`config.mk`:
```
export PLATFORM = sky130hd
export DESIGN_NAME = uart_rx
export DESIGN_NICKNAME = d
export VERILOG_FILES = /design/src/rtl/uart_pkg.sv /design/src/rtl/uart_rx_sync.sv /design/src/rtl/uart_rx.sv
export SDC_FILE = /design/constraint.sdc
export NUM_CORES = 1
export LEC_CHECK = 0
export ABC_CLOCK_PERIOD_IN_PS = 1800
export CAP_MARGIN = 25
export CELL_PAD_IN_SITES_DETAIL_PLACEMENT = 1
export CELL_PAD_IN_SITES_GLOBAL_PLACEMENT = 1
export CORE_MARGIN = 5
export CORE_UTILIZATION = 38
export DETAILED_ROUTE_END_ITERATION = 16
export PLACE_DENSITY_LB_ADDON = 0.05
export SLEW_MARGIN = 25
export SYNTH_ARGS = -nofsm -noshare
export SYNTH_HDL_FRONTEND = slang
export SYNTH_HIERARCHICAL = 1
export SYNTH_SLANG_ARGS = --single-unit
```
`constraint.sdc`:
```
create_clock -name sys_clk -period 1.8 [get_ports sys_clk]
set_input_delay 0.54 -clock sys_clk [delete_from_list [all_inputs] [get_ports sys_clk]]
set_output_delay 0.54 -clock sys_clk [all_outputs]
set_load 0.1 [all_outputs]
```
`src/rtl/uart_pkg.sv`:
```
// uart_pkg: shared baud arithmetic and state encodings for the UART blocks
package uart_pkg;
  typedef enum logic [1:0] {IDLE, START, DATA, STOP} uart_state_t;
  function automatic logic [15:0] baud_cnt_max(input int unsigned clk_freq, input int unsigned bps);
    return 16'(clk_freq / bps);
  endfunction
  localparam logic [15:0] BAUD_CNT_MAX = baud_cnt_max(50_000_000, 9600);
endpackage

```
`src/rtl/uart_rx_sync.sv`:
```
// uart_rx_sync: three-stage synchronizer for the serial line with falling-edge detect
module uart_rx_sync (
  input  logic sys_clk,
  input  logic sys_rst_n,
  input  logic rx,
  output logic rx_reg2,
  output logic fall
);
  logic rx_reg1, rx_reg3;
  // shift the line through three flops; reset to the idle-high level
  always_ff @(posedge sys_clk)
    if (!sys_rst_n) {rx_reg1, rx_reg2, rx_reg3} <= 3'b111;
    else {rx_reg1, rx_reg2, rx_reg3} <= {rx, rx_reg1, rx_reg2};
  assign fall = rx_reg3 & ~rx_reg2;
endmodule

```
`src/rtl/uart_rx.sv`:
```
// uart_rx: 8N1 receiver sampling each bit at the middle of its baud period
module uart_rx
  import uart_pkg::*;
#(
  parameter int unsigned UART_BPS = 'd9600,
  parameter int unsigned CLK_FREQ = 'd50_000_000
) (
  input  logic       sys_clk,
  input  logic       sys_rst_n,
  input  logic       rx,
  output logic [7:0] po_data,
  output logic       po_flag,
  output logic       frame_err
);
  localparam logic [15:0] baud_max = baud_cnt_max(CLK_FREQ, UART_BPS);
  localparam logic [15:0] half_bit = baud_max >> 1;
  uart_state_t state, state_next;
  logic [15:0] baud_cnt;
  logic [2:0]  bit_cnt;
  logic [7:0]  shift;
  logic        rx_reg2, fall, sample, load, err;
  uart_rx_sync u_sync (
    .sys_clk  (sys_clk),
    .sys_rst_n(sys_rst_n),
    .rx       (rx),
    .rx_reg2  (rx_reg2),
    .fall     (fall)
  );
  assign sample = (state != IDLE) && (baud_cnt == half_bit);
  // next-state and stop-bit verdict; a low stop bit reports an error instead of loading
  always_comb begin
    state_next = state;
    load = 1'b0;
    err = 1'b0;
    case (state)
      IDLE:  state_next = fall ? START : IDLE;
      START: state_next = sample ? (rx_reg2 ? IDLE : DATA) : START;
      DATA:  state_next = (sample && bit_cnt == 3'd7) ? STOP : DATA;
      STOP: begin
        state_next = sample ? IDLE : STOP;
        load = sample & rx_reg2;
        err = sample & ~rx_reg2;
      end
    endcase
  end
  // state, baud/bit counters, byte assembly and registered output pulses
  always_ff @(posedge sys_clk)
    if (!sys_rst_n) begin
      state <= IDLE;
      baud_cnt <= '0;
      bit_cnt <= '0;
      shift <= '0;
      po_data <= '0;
      po_flag <= 1'b0;
      frame_err <= 1'b0;
    end else begin
      state <= state_next;
      baud_cnt <= (state == IDLE || baud_cnt == baud_max - 16'd1) ? '0 : baud_cnt + 16'd1;
      bit_cnt <= (state != DATA) ? 3'd0 : sample ? bit_cnt + 3'd1 : bit_cnt;
      if (state == DATA && sample) shift[bit_cnt] <= rx_reg2;
      po_data <= load ? shift : po_data;
      po_flag <= load;
      frame_err <= err;
    end
endmodule

```
# Word-level counts from Yosys, hierarchy flattened
# Index checks and enable logic that the tools add are counted.
[classes]
add_sub_neg = 2
n_lt_le_gt_ge = 2
eq_ne = 7
muxes = 10
n_bitwise = 5
reduce_logical = 10
[op_table]
columns = ["cell", "n"]
rows = [
  ["$add A16 B1 Y16 const B", 1],
  ["$eq A16 B12 Y1 const B", 1],
  ["$eq A16 B13 Y1 const B", 1],
  ["$bwmux W8", 1],
  ["$pmux W2 S4", 1],
  ["$mux W2", 3],
  ["$eq A2 B2 Y1 const B", 2],
  ["$logic_and A1 B1 Y1", 4],
  ["$lt A3 B4 Y1 const B", 1],
  ["$mux W1", 4],
  ["$reduce_or A2 Y1", 2],
  ["$add A3 B1 Y3 const B", 1],
  ["$and A1 B1 Y1", 3],
  ["$demux W1 S3", 1],
  ["$eq A3 B3 Y1 const B", 1],
  ["$ge A3 B1 Y1 const B", 1],
  ["$eq A2 B1 Y1 const B", 1],
  ["$logic_not A2 Y1", 1],
  ["$ne A2 B2 Y1 const B", 1],
  ["$not A1 Y1", 2],
  ["$reduce_and A2 Y1", 1],
  ["$reduce_bool A2 Y1", 1],
  ["$logic_or A1 B1 Y1", 1],
]
[word_totals]
regBits = 42
inputBits = 3
output_inout_bits = 10
wordCells = 46

# Depth between registers and ports, before layout
# Gate-level depths: netlist (run 1).
[logic_depth]
depth_word = 5
ltp_mapped = 6
ltp_nobuf = 5

# By module
# The synthesis (run 1) kept the hierarchy.
[modules_own_cells]
columns = ["mod", "instances", "cells_each", "area_each_um2", "seq_area_each_um2"]
rows = [
  ["uart_rx", 1, 194, 1734.2, 780.7],
  ["uart_rx_sync", 1, 7, 85.1, 60.1],
]

# Worst setup path before layout (run 1)
# OpenSTA, ideal clock, no wires.
[synth_timing]
path_type = "reg2reg"
startpoint = "reg baud_cnt[8]"
endpoint = "reg shift[1]"
setup_time_ns = 0.072
t_arrival_ns = 1.855
required_ns = 1.728
path_slack_ns = -0.127
stages_incl_launch_ff = 6
n_path_buf = 1
synth_period_minus_slack_ns = 1.927
path_cell_list = "dfxtp_1 or4_4 or3_4 buf_6 nor4_1 mux2i_1"
[synth_via]
elab_chain_cells = 3
[synth_lines]
columns = ["element", "line_no", "text"]
rows = [
  ["start, declared", "uart_rx.sv:18", "logic [15:0] baud_cnt;"],
  ["start signal, assigned", "uart_rx.sv:58", "baud_cnt <= (state == IDLE || baud_cnt == baud_max - 16'd1) ? '0 : baud_cnt + 16'd1;"],
  ["$eq A16 B12 Y1", "uart_rx.sv:29", "assign sample = (state != IDLE) && (baud_cnt == half_bit);"],
  ["$logic_and A1 B1 Y1", "uart_rx.sv:29", ""],
  ["$logic_and A1 B1 Y1", "uart_rx.sv:60", "if (state == DATA && sample) shift[bit_cnt] <= rx_reg2;"],
  ["end signal, assigned by index", "uart_rx.sv:60", ""],
  ["end, declared", "uart_rx.sv:20", "logic [7:0] shift;"],
]
# Every way passes these cells.
# A chain may end at the register's enable or synchronous reset.

# Worst setup path in the final report (run 1)
[layout_timing]
startpoint = "reg baud_cnt[15]"
endpoint = "reg shift[7]"
# Same word-level chain as after synthesis.

==> results.yml, run 1 <==
detailed_routing:
  drt-initial-drc-count: 74
  route.detailed.drc: 0
  routedWlPerCell_um: 16.02
  ant_nets: 0
  vias: 1543
  viasPerCell: 5.248
  drt-pass1-iter-count: 4
  routed_wl_mm: 4.709
global_routing:
  grt_busiest_layer: "met2"
  grt_overflow_total: 0
  antenna_found_initial: 0
  grt_usage_pct: 16.40
  grtUsageMet1_pct: 16.19
  grt_use_met3_pct: 3.968
  gr-usage-met2_pct: 31.57
  grt_pass1_vias: 1676
  grt_max_degree: 23
  grt_pass1_wl_mm: 7.983
synthesis:
  synth_area_leaders: "dfxtp_1 46%, mux2i_1 9.4%, xnor2_1 5.8%"
  synth_nets: 208
  synth_top_area_share_pct: 46.22
  synth_common_cells: "42 x dfxtp_1, 25 x nand2_1, 20 x nor2_1"
  avgSynthCellArea_um2: 9.051
  synth_edf_count: 0
  yosysTopAreaCell: "dfxtp_1"
  synth.most_common_cell: "dfxtp_1"
  synth_ff_type: "dfxtp_1"
  async_flop_share_pct: 0
  ys_warn_count: 6
  synth_cell_type_count: 33
  seq_area_frac_synth_pct: 46.22
  synth_area_um2: 1819
  syn_inst: 201
  ys_ff_latch: 42
timing:
  max_freq_mhz: 515.4
  report.final.slew_viol_count: 0
  slew_headroom_pct: 71.10
  final-hold-violation-count: 0
  finalWorstSetupSlack_ns: -0.1401
  fin_skew_ns: 0.004414
  fin_crit_sh_pct: 107.8
  holdWs_ns: 0.4184
  final.min_clock_period_ns: 1.940
  final-setup-viol-count: 32
  worstMarginPinSlew_ns: 0.4295
  rsz0062_at_grt: "yes"
clock_network:
  numCtsBuffers: 5
  cts_sinks: 42
  insertion_delay_ns: 0.29
  clock_tree.buffer_depth: 2
  hold_buffers: 0
  clockRootBuffer: "clkbuf_8"
  clkTransAtPathRegs_ns: 0.08
  cts_tree: "done"
  htreeDepth: 2
critical_path:
  slowest_delay_ns: 0.53
  cp_max_fo: 11
  arrival_ns: 2.16
  path_cells: "or4_4 > or3_4 > buf_12 > nor4_4 > mux2i_1"
  worstSetupPathType: "reg2reg"
  required_ns: 2.02
  regToRegStartpoint: "baud_cnt[15]"
  endpoint_kind: "flop"
  critPathLaunch: "baud_cnt[15]"
  cp-start-kind: "flop"
  cp_slowest_cell: "or4_4"
cells_and_area:
  drive_above_1_share_pct: 26.25
  fin_area_um2: 2589
  stdcell_count: 294
  insertedDiodeCount: 0
  layout.nets: 246
  finish.utilization_pct: 55.17
  area_growth_pct: 42.30
floorplan:
  die_w_um: 79.19
  io_pins: 13
  die_y_um: 79.19
  dieArea_um2: 6271
  core_area_um2: 4692
  start_util_pct: 38.77
  core.rowCount: 25
worst_hold_path:
  hold_class: "reg2reg"
  min_from: "u_sync/rx_reg1"
place:
  portBuffers: 12
  gp_congestion: 0.8507
  place_inst: 285
  dpl-instance-area_um2: 2366
  dp_hpwl_mm: 3.523
power_and_ir_drop:
  p_leak_uw: 0.0009165
  power_density_nw_per_um2: 733.3
  power_uw: 1898
  internal_power_uw: 1542
  switching_share_pct: 18.76
  pwr-share-clk_pct: 48.5
  pwr-share-seq_pct: 49.4
  switchingPower_uw: 356.2
  comb_power_share_pct: 2.1
  ir_drop_mv: 0.4676
flow_run:
  maxCapViolCount: 0
status:
  outcome: "finished with violations"
  violations: "setup timing"
## sequential cells by signal, summed over array words and instances (netlist names)
register / flops
baud_cnt: 16
u_sync/rx_reg3: 1
bit_cnt: 3
state: 2
po_flag: 1
u_sync/rx_reg1: 1
shift: 8
frame_err: 1
po_data: 8
u_sync/rx_reg2: 1
## routing by layer
metal	wire length (um)	share of wire (%)	vias to the layer above
met5	0	0	-
met4	104	2.2	0
met3	117	2.5	10
met2	2668	57	18
met1	1818	39	743
li1	-	-	772
## cell type report
| cell class | instances | area (um2) |
|---|---|---|
| multi-input combinational | 143 | 1047 |
| tap | 54 | 67.56 |
| timing repair buffer | 40 | 461.7 |
| inverter | 7 | 26.28 |
| fill | 542 | 2103 |
| clock inverter | 2 | 60.06 |
| clock buffer | 6 | 82.58 |
| sequential | 42 | 843.3 |
## stage by stage
step | setup slack, ns | setup TNS [ns]
detailed placement | -0.1674 | -1.691
finish | -0.1401 | -2.795
floorplan | -0.008301 | -0.04981
global placement | -0.1021 | -0.9740
global route | -0.2110 | -5.158
CTS | -0.1436 | -1.620
## cell usage in the layout (no fill, tap or decap), drive strengths merged, types with 2 or more instances in the layout
cell and n:
nand3b 2, nor4 13, or3 2, nor2 20
xor2 2, buf 38, nand3 11, mux2i 17
o21ai 4, inv 7, xnor2 12, bufinv 2
a21oi 4, nand2 25, nor3 7, dfxtp 42
nand4 5, ha 4, clkbuf 6, nor2b 2
nand2b 3, clkdlybuf4s50 2
## critical path: cells and delay by family, from the launching register on
family | cells | cell delay (ns)
and+or+nand+nor | 3 | 1.14
DFF | 1 | 0.33
muxes | 1 | 0.24
buffers and inverters | 1 | 0.16
## power by group through the flow
stage | combinational [uW] | clock (uW) | sequential [uW]
final | 39.4 | 921 | 938
after global routing | 43.8 | 977 | 939
after detailed placement | 37.5 | 0 | 960
after CTS | 38.1 | 939 | 938
after global placement | 36.0 | 0 | 959
after floorplan | 18.5 | 0 | 958
## worst paths after layout
kind	endpoint	slack, ns	cells after the start
worst min register to register	u_sync/rx_reg2	0.42	1
worst min-delay path	u_sync/rx_reg2	0.42	1
worst max-delay path	shift[7]	-0.14	5
worst max register to register	shift[7]	-0.14	5
## cells by family after synthesis
| family | after synthesis | synth area share (%) |
|---|---|---|
| adders and majority gates | 4 | 2.751 |
| buffers and inverters | 16 | 3.989 |
| DFF | 42 | 46.22 |
| xor gates and xnor gates | 14 | 6.740 |
| and+or+nand+nor | 96 | 26.82 |
| muxes | 17 | 9.353 |
| AOI/OAI and AO/OA | 12 | 4.127 |
## what timing repair did
action / CTS / global route
setup endpoints to repair: 23 / 37
setup buffers: 0 / 1
pin swaps: 1 / 5
gates resized for setup: 3 / 13
(Power assumes the default switching activity.)
==> run 2: changes to the inputs <==
CTS_CLUSTER_DIAMETER = 40   (was unset)
==> results of run 2 <==
Same layout as run 1: the final DEF is identical, and so are final timing and power.
